### src/rtl/score_keeper.sv
`timescale 1ns/1ps
// score_keeper
//
// Game-side scorekeeper that works with the menu. It starts a game on the menu's
// start handshake and counts a point for each ball-to-floor contact. Between
// points it holds a serve pause. When a player wins it reports endgame back to
// the menu and waits for the menu to close the game.
//
// Every output is registered, so each output changes one clock after the input
// that causes it.
//
// Ports:
//   clk          in   pixel clock; all logic runs on the rising edge
//   rst          in   asynchronous, active-low reset
//   mousecontrol in   from the menu; 1 = game started or running
//   enable_menu  in   from the menu; 1 = menu screen shown
//   ground_left  in   1-cycle pulse: ball hit the floor on the left half (point to right)
//   ground_right in   1-cycle pulse: ball hit the floor on the right half (point to left)
//   score_left   out  left player score
//   score_right  out  right player score
//   flag_point   out  high for the whole serve pause after a point
//   endgame      out  high while a finished game waits for the menu
//   winner       out  0 = left won, 1 = right won; valid while endgame = 1
//   freeze       out  physics hold (idle, serve pause, game over)
//   ball_reset   out  1-cycle pulse: re-place the ball for a serve
//   serve_right  out  side that serves next (scorer of the last point, right = 1)

module score_keeper #(
    parameter int unsigned WIN_SCORE   = 15,
    parameter int unsigned SERVE_DELAY = 65_000_000,
    parameter int unsigned SCORE_W     = 5
) (
    input  logic               clk,
    input  logic               rst,
    input  logic               mousecontrol,
    input  logic               enable_menu,
    input  logic               ground_left,
    input  logic               ground_right,
    output logic [SCORE_W-1:0] score_left,
    output logic [SCORE_W-1:0] score_right,
    output logic               flag_point,
    output logic               endgame,
    output logic               winner,
    output logic               freeze,
    output logic               ball_reset,
    output logic               serve_right
);

    localparam int unsigned CntW = $clog2(SERVE_DELAY);

    localparam logic [SCORE_W-1:0] WinVal  = SCORE_W'(WIN_SCORE);
    localparam logic [CntW-1:0]    CntLast = CntW'(SERVE_DELAY - 1);

    typedef enum logic [1:0] {
        StIdle  = 2'd0,
        StPlay  = 2'd1,
        StPoint = 2'd2,
        StEnd   = 2'd3
    } state_e;

    state_e             state_q, state_d;
    logic [CntW-1:0]    cnt_q, cnt_d;
    logic [SCORE_W-1:0] score_left_q, score_left_d;
    logic [SCORE_W-1:0] score_right_q, score_right_d;
    logic               flag_point_q, flag_point_d;
    logic               endgame_q, endgame_d;
    logic               winner_q, winner_d;
    logic               freeze_q, freeze_d;
    logic               ball_reset_q, ball_reset_d;
    logic               serve_right_q, serve_right_d;

    // Each score plus one, computed once so the win test and the update use the same value.
    logic [SCORE_W-1:0] left_inc;
    logic [SCORE_W-1:0] right_inc;

    assign left_inc  = score_left_q + 1'b1;
    assign right_inc = score_right_q + 1'b1;

    always_comb begin
        state_d       = state_q;
        cnt_d         = cnt_q;
        score_left_d  = score_left_q;
        score_right_d = score_right_q;
        winner_d      = winner_q;
        serve_right_d = serve_right_q;
        ball_reset_d  = 1'b0;

        unique case (state_q)
            StIdle: begin
                if (mousecontrol && !enable_menu) begin
                    state_d       = StPlay;
                    score_left_d  = '0;
                    score_right_d = '0;
                    serve_right_d = 1'b0;
                    ball_reset_d  = 1'b1;
                end
            end

            StPlay: begin
                if (!mousecontrol) begin
                    // The menu has aborted the game. Keep the scores on screen.
                    state_d = StIdle;
                end else if (ground_right && !ground_left) begin
                    score_left_d  = left_inc;
                    serve_right_d = 1'b0;
                    cnt_d         = '0;
                    if (left_inc == WinVal) begin
                        state_d  = StEnd;
                        winner_d = 1'b0;
                    end else begin
                        state_d = StPoint;
                    end
                end else if (ground_left && !ground_right) begin
                    score_right_d = right_inc;
                    serve_right_d = 1'b1;
                    cnt_d         = '0;
                    if (right_inc == WinVal) begin
                        state_d  = StEnd;
                        winner_d = 1'b1;
                    end else begin
                        state_d = StPoint;
                    end
                end
                // Both pulses in the same cycle cancel each other, so nothing changes.
            end

            StPoint: begin
                // Ground pulses are ignored during the pause.
                if (!mousecontrol) begin
                    state_d = StIdle;
                    cnt_d   = '0;
                end else if (cnt_q == CntLast) begin
                    state_d      = StPlay;
                    cnt_d        = '0;
                    ball_reset_d = 1'b1;
                end else begin
                    cnt_d = cnt_q + 1'b1;
                end
            end

            StEnd: begin
                if (!mousecontrol) begin
                    state_d = StIdle;
                end
            end

            default: begin
                state_d = StIdle;
            end
        endcase

        // Compute these flags from the next state. The registered copies then match the
        // state that the same clock edge enters.
        flag_point_d = (state_d == StPoint);
        endgame_d    = (state_d == StEnd);
        freeze_d     = (state_d != StPlay);
    end

    always_ff @(posedge clk or negedge rst) begin
        if (!rst) begin
            state_q       <= StIdle;
            cnt_q         <= '0;
            score_left_q  <= '0;
            score_right_q <= '0;
            flag_point_q  <= 1'b0;
            endgame_q     <= 1'b0;
            winner_q      <= 1'b0;
            freeze_q      <= 1'b1;
            ball_reset_q  <= 1'b0;
            serve_right_q <= 1'b0;
        end else begin
            state_q       <= state_d;
            cnt_q         <= cnt_d;
            score_left_q  <= score_left_d;
            score_right_q <= score_right_d;
            flag_point_q  <= flag_point_d;
            endgame_q     <= endgame_d;
            winner_q      <= winner_d;
            freeze_q      <= freeze_d;
            ball_reset_q  <= ball_reset_d;
            serve_right_q <= serve_right_d;
        end
    end

    assign score_left  = score_left_q;
    assign score_right = score_right_q;
    assign flag_point  = flag_point_q;
    assign endgame     = endgame_q;
    assign winner      = winner_q;
    assign freeze      = freeze_q;
    assign ball_reset  = ball_reset_q;
    assign serve_right = serve_right_q;

endmodule

### config.mk
export PLATFORM = sky130hd
export DESIGN_NAME = score_keeper
export DESIGN_NICKNAME = d
export VERILOG_FILES = /design/src/rtl/score_keeper.sv
export SDC_FILE = /design/constraint.sdc
export NUM_CORES = 1
export LEC_CHECK = 0
export CAP_MARGIN = 20
export CORE_ASPECT_RATIO = 1.75
export CORE_MARGIN = 2
export CORE_UTILIZATION = 35
export CTS_BUF_LIST = sky130_fd_sc_hd__clkbuf_2 sky130_fd_sc_hd__clkbuf_4 sky130_fd_sc_hd__clkbuf_8
export DETAILED_ROUTE_END_ITERATION = 6
export DONT_BUFFER_PORTS = 1
export GPL_TIMING_DRIVEN = 0
export SLEW_MARGIN = 20
export SYNTH_ARGS = -nofsm -noshare
export SYNTH_HDL_FRONTEND = slang
export SYNTH_SLANG_ARGS = --single-unit
### constraint.sdc
create_clock -name clk -period 3 [get_ports clk]
set_clock_uncertainty 0.2 [all_clocks]
set_input_delay 0.3 -clock clk [delete_from_list [all_inputs] [get_ports clk]]
set_output_delay 0.3 -clock clk [all_outputs]
set_load 0.01 [all_outputs]
==> results of run 1 <==
-- metal layers --
| metal | GRT usage | wire (µm) |
|---|---|---|
| met5 | 0 | 0 |
| met4 | 0.0571 | 87 |
| met3 | 0.0330 | 228 |
| met2 | 0.314 | 3250 |
| met1 | 0.151 | 2200 |
-- worst register-to-register path, cell delays in order (launching register included) --
cell and delay [ns]:
dfrtp_1 0.40, ha_1 0.20, nand3_1 0.22, nor4bb_1 0.74, a21oi_2 0.29, nor2_2 0.29
buf_4 0.23, nor2_1 0.07
-- power by group --
part | leakage, nW | switching (mW) | internal (mW)
Sequential | 0.606 | 0.0817 | 0.650
Combinational | 0.455 | 0.166 | 0.110
Clock | 0.0645 | 0.210 | 0.294
-- Yosys cell counts, drive strengths merged, types with 4 or more instances --
| cell | instances | share of area |
|---|---|---|
| nand4b | 4 | 0.014 |
| and4 | 5 | 0.018 |
| xor2 | 10 | 0.035 |
| dfrtp | 43 | 0.43 |
| nand4 | 4 | 0.010 |
| nor3 | 7 | 0.014 |
| a31oi | 7 | 0.018 |
| nand3 | 20 | 0.040 |
| nand2b | 5 | 0.013 |
| nor2 | 18 | 0.028 |
| buf | 5 | 0.016 |
| inv | 9 | 0.014 |
| and2 | 4 | 0.010 |
| nor4 | 6 | 0.018 |
| nand2 | 23 | 0.035 |
| o21ai | 17 | 0.034 |
| xnor2 | 10 | 0.035 |
| a21oi | 13 | 0.028 |
| ha | 7 | 0.035 |
| a22o | 5 | 0.018 |
-- metrics by stage --
step	utilization	setup WS (ns)
floorplan	-	0.668
global placement	0.377	0.281
detailed placement	0.377	0.242
CTS	0.401	0.209
global route	0.401	0.0256
finish	0.401	0.253
-- path summary, 6_finish.rpt --
check	start	end	slack (ns)
max in group asynchronous	rst	freeze	2.03
worst min-delay path	mousecontrol	serve_right	0.08
min in group asynchronous	rst	score_left[3]	0.30
worst min register to register	cnt_q[2]	cnt_q[2]	0.34
worst max register to register	cnt_q[0]	cnt_q[16]	0.25
worst max-delay path	cnt_q[0]	cnt_q[16]	0.25
-- logic make-up (layout without fill, tap and decap cells) --
kind of cell,count (synthesis),count (layout),synth area share
compound gates,54,54,0.139
xor+xnor,20,20,0.0706
fa+ha+maj,7,7,0.0353
buf+inv,15,25,0.0312
flops,44,44,0.444
mux,1,1,0.00454
simple gates,117,117,0.276
-- sequential cells by signal (all words and copies together) (netlist names) --
register / cells
flag_point: 1
cnt_q: 26
endgame: 1
score_right: 5
freeze: 1
serve_right: 1
score_left: 5
winner: 1
ball_reset: 1
state_q: 2
-- placed cells by master, fill, tap and decap left out, types with 5 or more instances in the layout --
cell type,n
nor3_1,7
nand2_1,23
a22o_1,5
nand2b_1,5
xnor2_1,10
nor2_1,17
clkbuf_8,7
dfrtp_1,43
nor4_1,5
ha_1,7
and4_1,5
a21oi_1,12
a31oi_1,7
o21ai_0,17
nand3_1,20
inv_1,9
xor2_1,10
-- layout make-up --
type,count,area share
Inverter,9,0.0123
Sequential cell,44,0.401
Multi-Input combinational cell,199,0.473
Clock inverter,1,0.0109
Buffer,6,0.0159
Timing Repair Buffer,2,0.0136
Clock buffer,7,0.0350
Tap cell,84,0.0382
-- what timing repair did --
action	CTS	global route
hold buffers	2	0
buffers inserted	0	0
endpoints found under the setup margin	0	0
hold endpoints to repair	44	0
==> results by group, run 1 <==
Run status
  – Outcome: finished clean

Job
  – Max-cap viol count: 0

Drt
  – Via count of the routed design: between 2000 and 2500
  – DR pass1 iterations: 4
  – Vias per cell: 5.70
  – Post-route DRC: 0
  – DR iter-0 viols: 87
  – Antenna-violating nets left: 0
  – Post-Route WL: 5770 µm
  – WL per Instance: around 16 µm

Synth
  – Sequential fraction of the synthesis area: 0.444
  – Top FF cell, synth: dfrtp_1
  – Mapped Cells: 258
  – Post-synth EDFFs: 0
  – Count of cell types in the netlist: 51
  – Syn. warnings: 0
  – Syn_nets: 271
  – Fraction of registers with async set/reset: 1.00
  – Syn_area_per_cell: 9.62 µm²
  – Post-synthesis cell area: roughly 2500 µm²
  – Number of synthesized register bits: 44

Setup path
  – Reg2reg path depth: 7
  – Worst Setup End Kind: flip-flop
  – Worst path depth: 7
  – Crit-path cells: ha_1, nand3_1, nor4bb_1, a21oi_2, nor2_2, buf_4, nor2_1
  – CP Data Arrival Time: roughly 2.8 ns
  – Max incr delay on CP: 0.74 ns
  – CP delay by family, top: simple AND/OR/NAND/NOR gates
  – Slowest cell on crit path: nor4bb_1
  – Critical Path Source Type: flip-flop
  – CP max FO: 10
  – Critical path buffer and inverter count: 1
  – Crit path kind: flip-flop to flip-flop
  – WP data required: ~3.0 ns

Layout
  – Total area of multi-input combinational cells: 1300 µm²
  – Fillers: around 690
  – Area Overhead vs Synth: 10.8%
  – Nets: 280
  – Share of cells above drive strength 1: 0.0933
  – Cell area after layout: around 2800 µm²
  – Ant diodes: 0
  – Non-Filler Instances: approximately 350
  – Flip-flop and latch area: 1100 µm²

Floorplan
  – Site row count: 40
  – Die Width: just under 70 µm
  – Die area: 7810 µm²
  – Core ar.: around 7000 µm²
  – # IOs: 22
  – DIE HEIGHT: around 120 µm
  – Initial core utilization: 0.362

CTS
  – H-tree depth: 2
  – Worst-Skew Late Latency: a little over 0.3 ns
  – Clock buffer depth: 2
  – Post-CTS Resized: 0
  – Sink Count: 44
  – Clock slew at reported path FFs: about 0.08 ns
  – CTS tree: built
  – Root Buffer Master: clkbuf_8
  – Total CTS buffers: 5

GRT
  – Vias in the first global route: ~2000
  – Largest net degree at the start of global routing: between 40 and 50
  – Overall routing resource usage: 0.159
  – Initial antenna violation count: 0
  – First-pass GRT wire length: 9380 µm
  – GRT overflow: 0

Power
  – VDD IR max: around 0.17 mV
  – Leak: ~1.1 nW
  – Total power: around 1.5 mW
  – Pwr dens: roughly 550 nW/µm²

Placement
  – Input/output buffers: 0
  – Dpl hpwl: between 4000 and 5000 µm
  – Dpl cell area: around 2600 µm²
  – GPL Wtd Cong: roughly 0.9
  – Dpl cells: 342

Timing
  – Final Slew Violations: 0
  – Unrepaired setup endpoints after global routing: false
  – Hold Vio Cnt, Final: 0
  – Setup_tns: 0 ns
  – Final setup fails: 0
  – Hold_ws: between 0.07 and 0.08 ns
  – Max-slew headroom: 0.388
  – Fmax: 364 MHz
  – Minimum clock period: roughly 2.7 ns
  – Period utilisation layout: 0.916
  – Least-Margin Pin Slew: roughly 0.91 ns

Min path
  – Worst hold-check path type: input pin to flip-flop
  – Worst hold path depth: 3
Note: power is estimated with default switching activity, not from simulation.
==> run 2, diff against run 1 <==
--- a/config.mk
+++ b/config.mk
@@ -5,14 +5,17 @@
 export SDC_FILE = /design/constraint.sdc
 export NUM_CORES = 1
 export LEC_CHECK = 0
+export ABC_AREA = 1
 export CAP_MARGIN = 20
 export CORE_ASPECT_RATIO = 1.75
 export CORE_MARGIN = 2
-export CORE_UTILIZATION = 35
+export CORE_UTILIZATION = 58
 export CTS_BUF_LIST = sky130_fd_sc_hd__clkbuf_2 sky130_fd_sc_hd__clkbuf_4 sky130_fd_sc_hd__clkbuf_8
 export DETAILED_ROUTE_END_ITERATION = 6
 export DONT_BUFFER_PORTS = 1
 export GPL_TIMING_DRIVEN = 0
+export PLACE_DENSITY = 0.74
+export RECOVER_POWER = 100
 export SLEW_MARGIN = 20
 export SYNTH_ARGS = -nofsm -noshare
 export SYNTH_HDL_FRONTEND = slang
==> results by group, run 2 <==
Run status
  – Outcome: finished clean

Setup path
  – R2r endpoint: cnt_q[11]
  – CP Data Arrival Time: 2.40 ns (-0.35 ns)
  – Cell mode on critical path: nor2_1
  – Setup slack, reg-to-reg: 0.60 ns (+0.35 ns)
  – Critical Path Source Type: flip-flop
  – WP data required: 3.01 ns (about the same)
  – CP max FO: 5 (-5)
  – Worst Setup End Kind: flip-flop
  – Crit path kind: flip-flop to flip-flop
  – Slowest cell on crit path: dfrtp_1
  – Max incr delay on CP: 0.41 ns (-0.33 ns)
  – FF-to-FF Start: cnt_q[1]
  – Crit-path cells: ha_1, nand3_2, nor2_1, nand3_2, nor2_1, nor2_4, nor2_4, inv_1, nand2_1, nor2_1
  – Reg2reg path depth: 10 (+3)

Synth
  – Synth Area in Simple Gates: 0.399 (+0.124)
  – Cell accounting for the most synthesized area: dfrtp_1
  – Synth Area in Compound Gates: 0.0637 (-0.0749)
  – Top-count cell post-synth: nand2_1
  – Post-Synth Adder-Cell Area: 0.0312 (-0.00412)
  – Synth top cells by count: 107 x nand2_1, 56 x nor2_1, 45 x inv_1
  – Number of synthesized register bits: 44 (unchanged)
  – Sequential fraction of the synthesis area: 0.392 (-0.0518)
  – Mapped Cells: 386 (+50%)
  – Multiplexer share of the synthesized area: 0 (-0.00454)
  – Top FF cell, synth: dfrtp_1
  – Post-synthesis cell area: 2810 µm² (+13%)
  – Top-area cell type share of the netlist area: 0.383 (-0.0506)
  – Syn. warnings: 0 (unchanged)
  – Syn_area_per_cell: 7.28 µm² (-24%)
  – Count of cell types in the netlist: 35 (-31%)
  – Synth top area cells: dfrtp_1 38%, nand2_1 14%, nor2_1 7.5%
  – Syn_nets: 399 (+47%)
  – Fraction of registers with async set/reset: 1.00 (unchanged)
  – XOR/XNOR Fraction of Synth Area: 0.0343 (-0.0363)
  – Post-synth EDFFs: 0 (unchanged)
  – Largest family of logic cells by synthesized area: simple AND/OR/NAND/NOR gates

CTS
  – H-tree depth: 2 (unchanged)
  – Sink Count: 44 (unchanged)
  – Total CTS buffers: 5 (unchanged)
  – Post-CTS Resized: 0 (unchanged)
  – Root Buffer Master: clkbuf_8
  – Setup Fix Bufs, Post-CTS: 0 (unchanged)
  – Clock buffer depth: 2 (unchanged)
  – Clock slew at reported path FFs: 0.09 ns (about the same)
  – CTS tree: built
  – Worst-Skew Late Latency: 0.31 ns (about the same)

Min path
  – Worst hold-check path type: input pin to flip-flop
  – Worst hold path depth: 4 (+1)
  – HP Start: enable_menu
  – Hold Path End: freeze

Drt
  – Vias per cell: 5.44 (-4.5%)
  – Via count of the routed design: 2439 (+22%)
  – DR pass1 iterations: 5 (+1)
  – Antenna-violating nets left: 0 (unchanged)
  – Met3 Wirelength: 149 µm (-35%)
  – Uppermost layer routed: met4
  – Post-Route WL: 6080 µm (+5.4%)
  – Met2 wire len: 3380 µm (+3.9%)
  – Post-route DRC: 0 (unchanged)
  – WL per Instance: 13.6 µm (-17%)
  – DRT met1 WL: 2300 µm (+4.7%)
  – DR iter-0 viols: 70 (-20%)

GRT
  – Vias in the first global route: 2394 (+21%)
  – Largest net degree at the start of global routing: 45 (unchanged)
  – First-pass GRT wire length: 10200 µm (+8.3%)
  – Initial antenna violation count: 0 (unchanged)
  – GRT overflow: 0 (unchanged)
  – Overall routing resource usage: 0.243 (+0.0844)

Floorplan
  – Site row count: 33 (-18%)
  – Die area: 5440 µm² (-30%)
  – DIE HEIGHT: 96.1 µm (-17%)
  – Core ar.: 4670 µm² (-32%)
  – Die Width: 56.6 µm (-16%)
  – Initial core utilization: 0.602 (+0.240)
  – # IOs: 22 (unchanged)

Timing
  – Least-Margin Pin Slew: 0.452 ns (-0.459 ns)
  – Max-slew headroom: 0.698 (+0.310)
  – Final Slew Violations: 0 (unchanged)
  – Hold Vio Cnt, Final: 0 (unchanged)
  – Period utilisation layout: 0.799 (-0.117)
  – Minimum clock period: 2.40 ns (-0.350 ns)
  – Setup_tns: 0 ns (unchanged)
  – Unrepaired setup endpoints after global routing: false
  – Final setup fails: 0 (unchanged)
  – Fmax: 417 MHz (+15%)

Power
  – Pwr dens: 546 nW/µm² (-0.70%)
  – Leak: 1.33 nW (+18%)
  – VDD IR max: 0.455 mV (+170%)

Layout
  – Ant diodes: 0 (unchanged)
  – Commonest non-fill, non-tap cell in the layout: nand2_1
  – Share of cells above drive strength 1: 0.0909 (-0.00237)
  – Area Overhead vs Synth: 5.74%
  – Util after Layout: 0.637 (+0.236)
  – Nets: 408 (+46%)
  – Register with the most flip-flops: cnt_q
  – Max reg flops: 26 (unchanged)
  – Commonest cells after routing, fill and taps aside: 108 x nand2_1, 60 x nor2_1, 46 x inv_1

Job
  – Max-cap viol count: 0 (unchanged)

Placement
  – GPL Wtd Cong: 0.915 (+2.6%)
  – Dpl hpwl: 4690 µm (+12%)
  – Input/output buffers: 0 (unchanged)
run 2: cell count changes in the layout (fill, tap and decap cells not counted), moves of 5 or more:
cell	before	now
nor4_1	5	0
nand2_1	23	108
xnor2_1	10	3
and4_1	5	0
nor3_1	7	14
a31oi_1	7	1
nor2_2	1	6
nor2_1	17	60
nor2_4	0	5
nand2b_1	5	0
inv_1	9	46
nand3_1	20	25
run 2: report_power, final:
group	internal (mW)	total, mW	switching, mW
Combinational	0.123	0.391	0.268
Sequential	0.670	0.769	0.0994
Clock	0.256	0.462	0.206
run 2: stage by stage:
step           cell area [µm²]  hold WS (ns)  setup slack [ns]  power [mW]  instances
5_1_grt                   2970         0.102             0.442        1.72        448
3_5_place_dp              2880        -0.195             0.981        1.18        438
2_1_floorplan             2810        -0.196              1.25        1.08        386
3_3_place_gp              2880        -0.195              1.00        1.17        438
6_report                  2970        0.0529             0.603        1.62        448
4_1_cts                   3020        0.0445             0.964        1.66        448
run 2: cells by family (layout without fill, tap and decap cells):
kind of cell,Yosys count,count (layout)
AO/OA/AOI/OAI,33,33
XOR/XNOR,11,11
adder cells (fa/ha/maj),7,7
buffers and inverters,53,63
flip-flops,44,44
AND/OR/NAND/NOR,238,238
run 2: repair_timing:
item                                    CTS  global route
endpoints found under the setup margin    0             0
hold endpoints to repair                 44             0
hold buffers                              2             0
run 2: metal layers:
metal	vias up	global-route usage
met5	-	0
met2	40	0.475
li1	1243	-
met3	17	0.0390
met1	1139	0.233
met4	0	0.141
run 2: layout make-up:
| type | instances | area (µm²) |
|---|---|---|
| clock buffer | 6 | 76.3 |
| multi-input combinational | 289 | 1430 |
| buffer | 4 | 35.0 |
| clock inverter | 2 | 35.0 |
| fill | 432 | 1690 |
| sequential | 44 | 1100 |
| timing repair buffer | 2 | 37.5 |
| inverter | 49 | 188 |
| tap | 52 | 65.1 |
run 2: worst max-delay path, delay by kind of cell (launching register included):
kind                     cells  cell delay (ns)
adder cells (fa/ha/maj)      1             0.27
flip-flops                   1             0.41
AND/OR/NAND/NOR              8             1.29
buffers and inverters        1             0.11
run 2: how the worst max path moves through the flow:
| stage | from | end | slack, ns | cells after the start |
|---|---|---|---|---|
| 4_1_cts | cnt_q[1] | cnt_q[11] | 0.96 | 10 |
| 6_report | cnt_q[1] | cnt_q[11] | 0.60 | 10 |
| 3_3_place_gp | cnt_q[1] | cnt_q[11] | 1.00 | 10 |
| 2_1_floorplan | cnt_q[1] | cnt_q[9] | 1.25 | 9 |
| 5_1_grt | cnt_q[1] | cnt_q[11] | 0.44 | 10 |
| 3_5_place_dp | cnt_q[1] | cnt_q[11] | 0.98 | 10 |
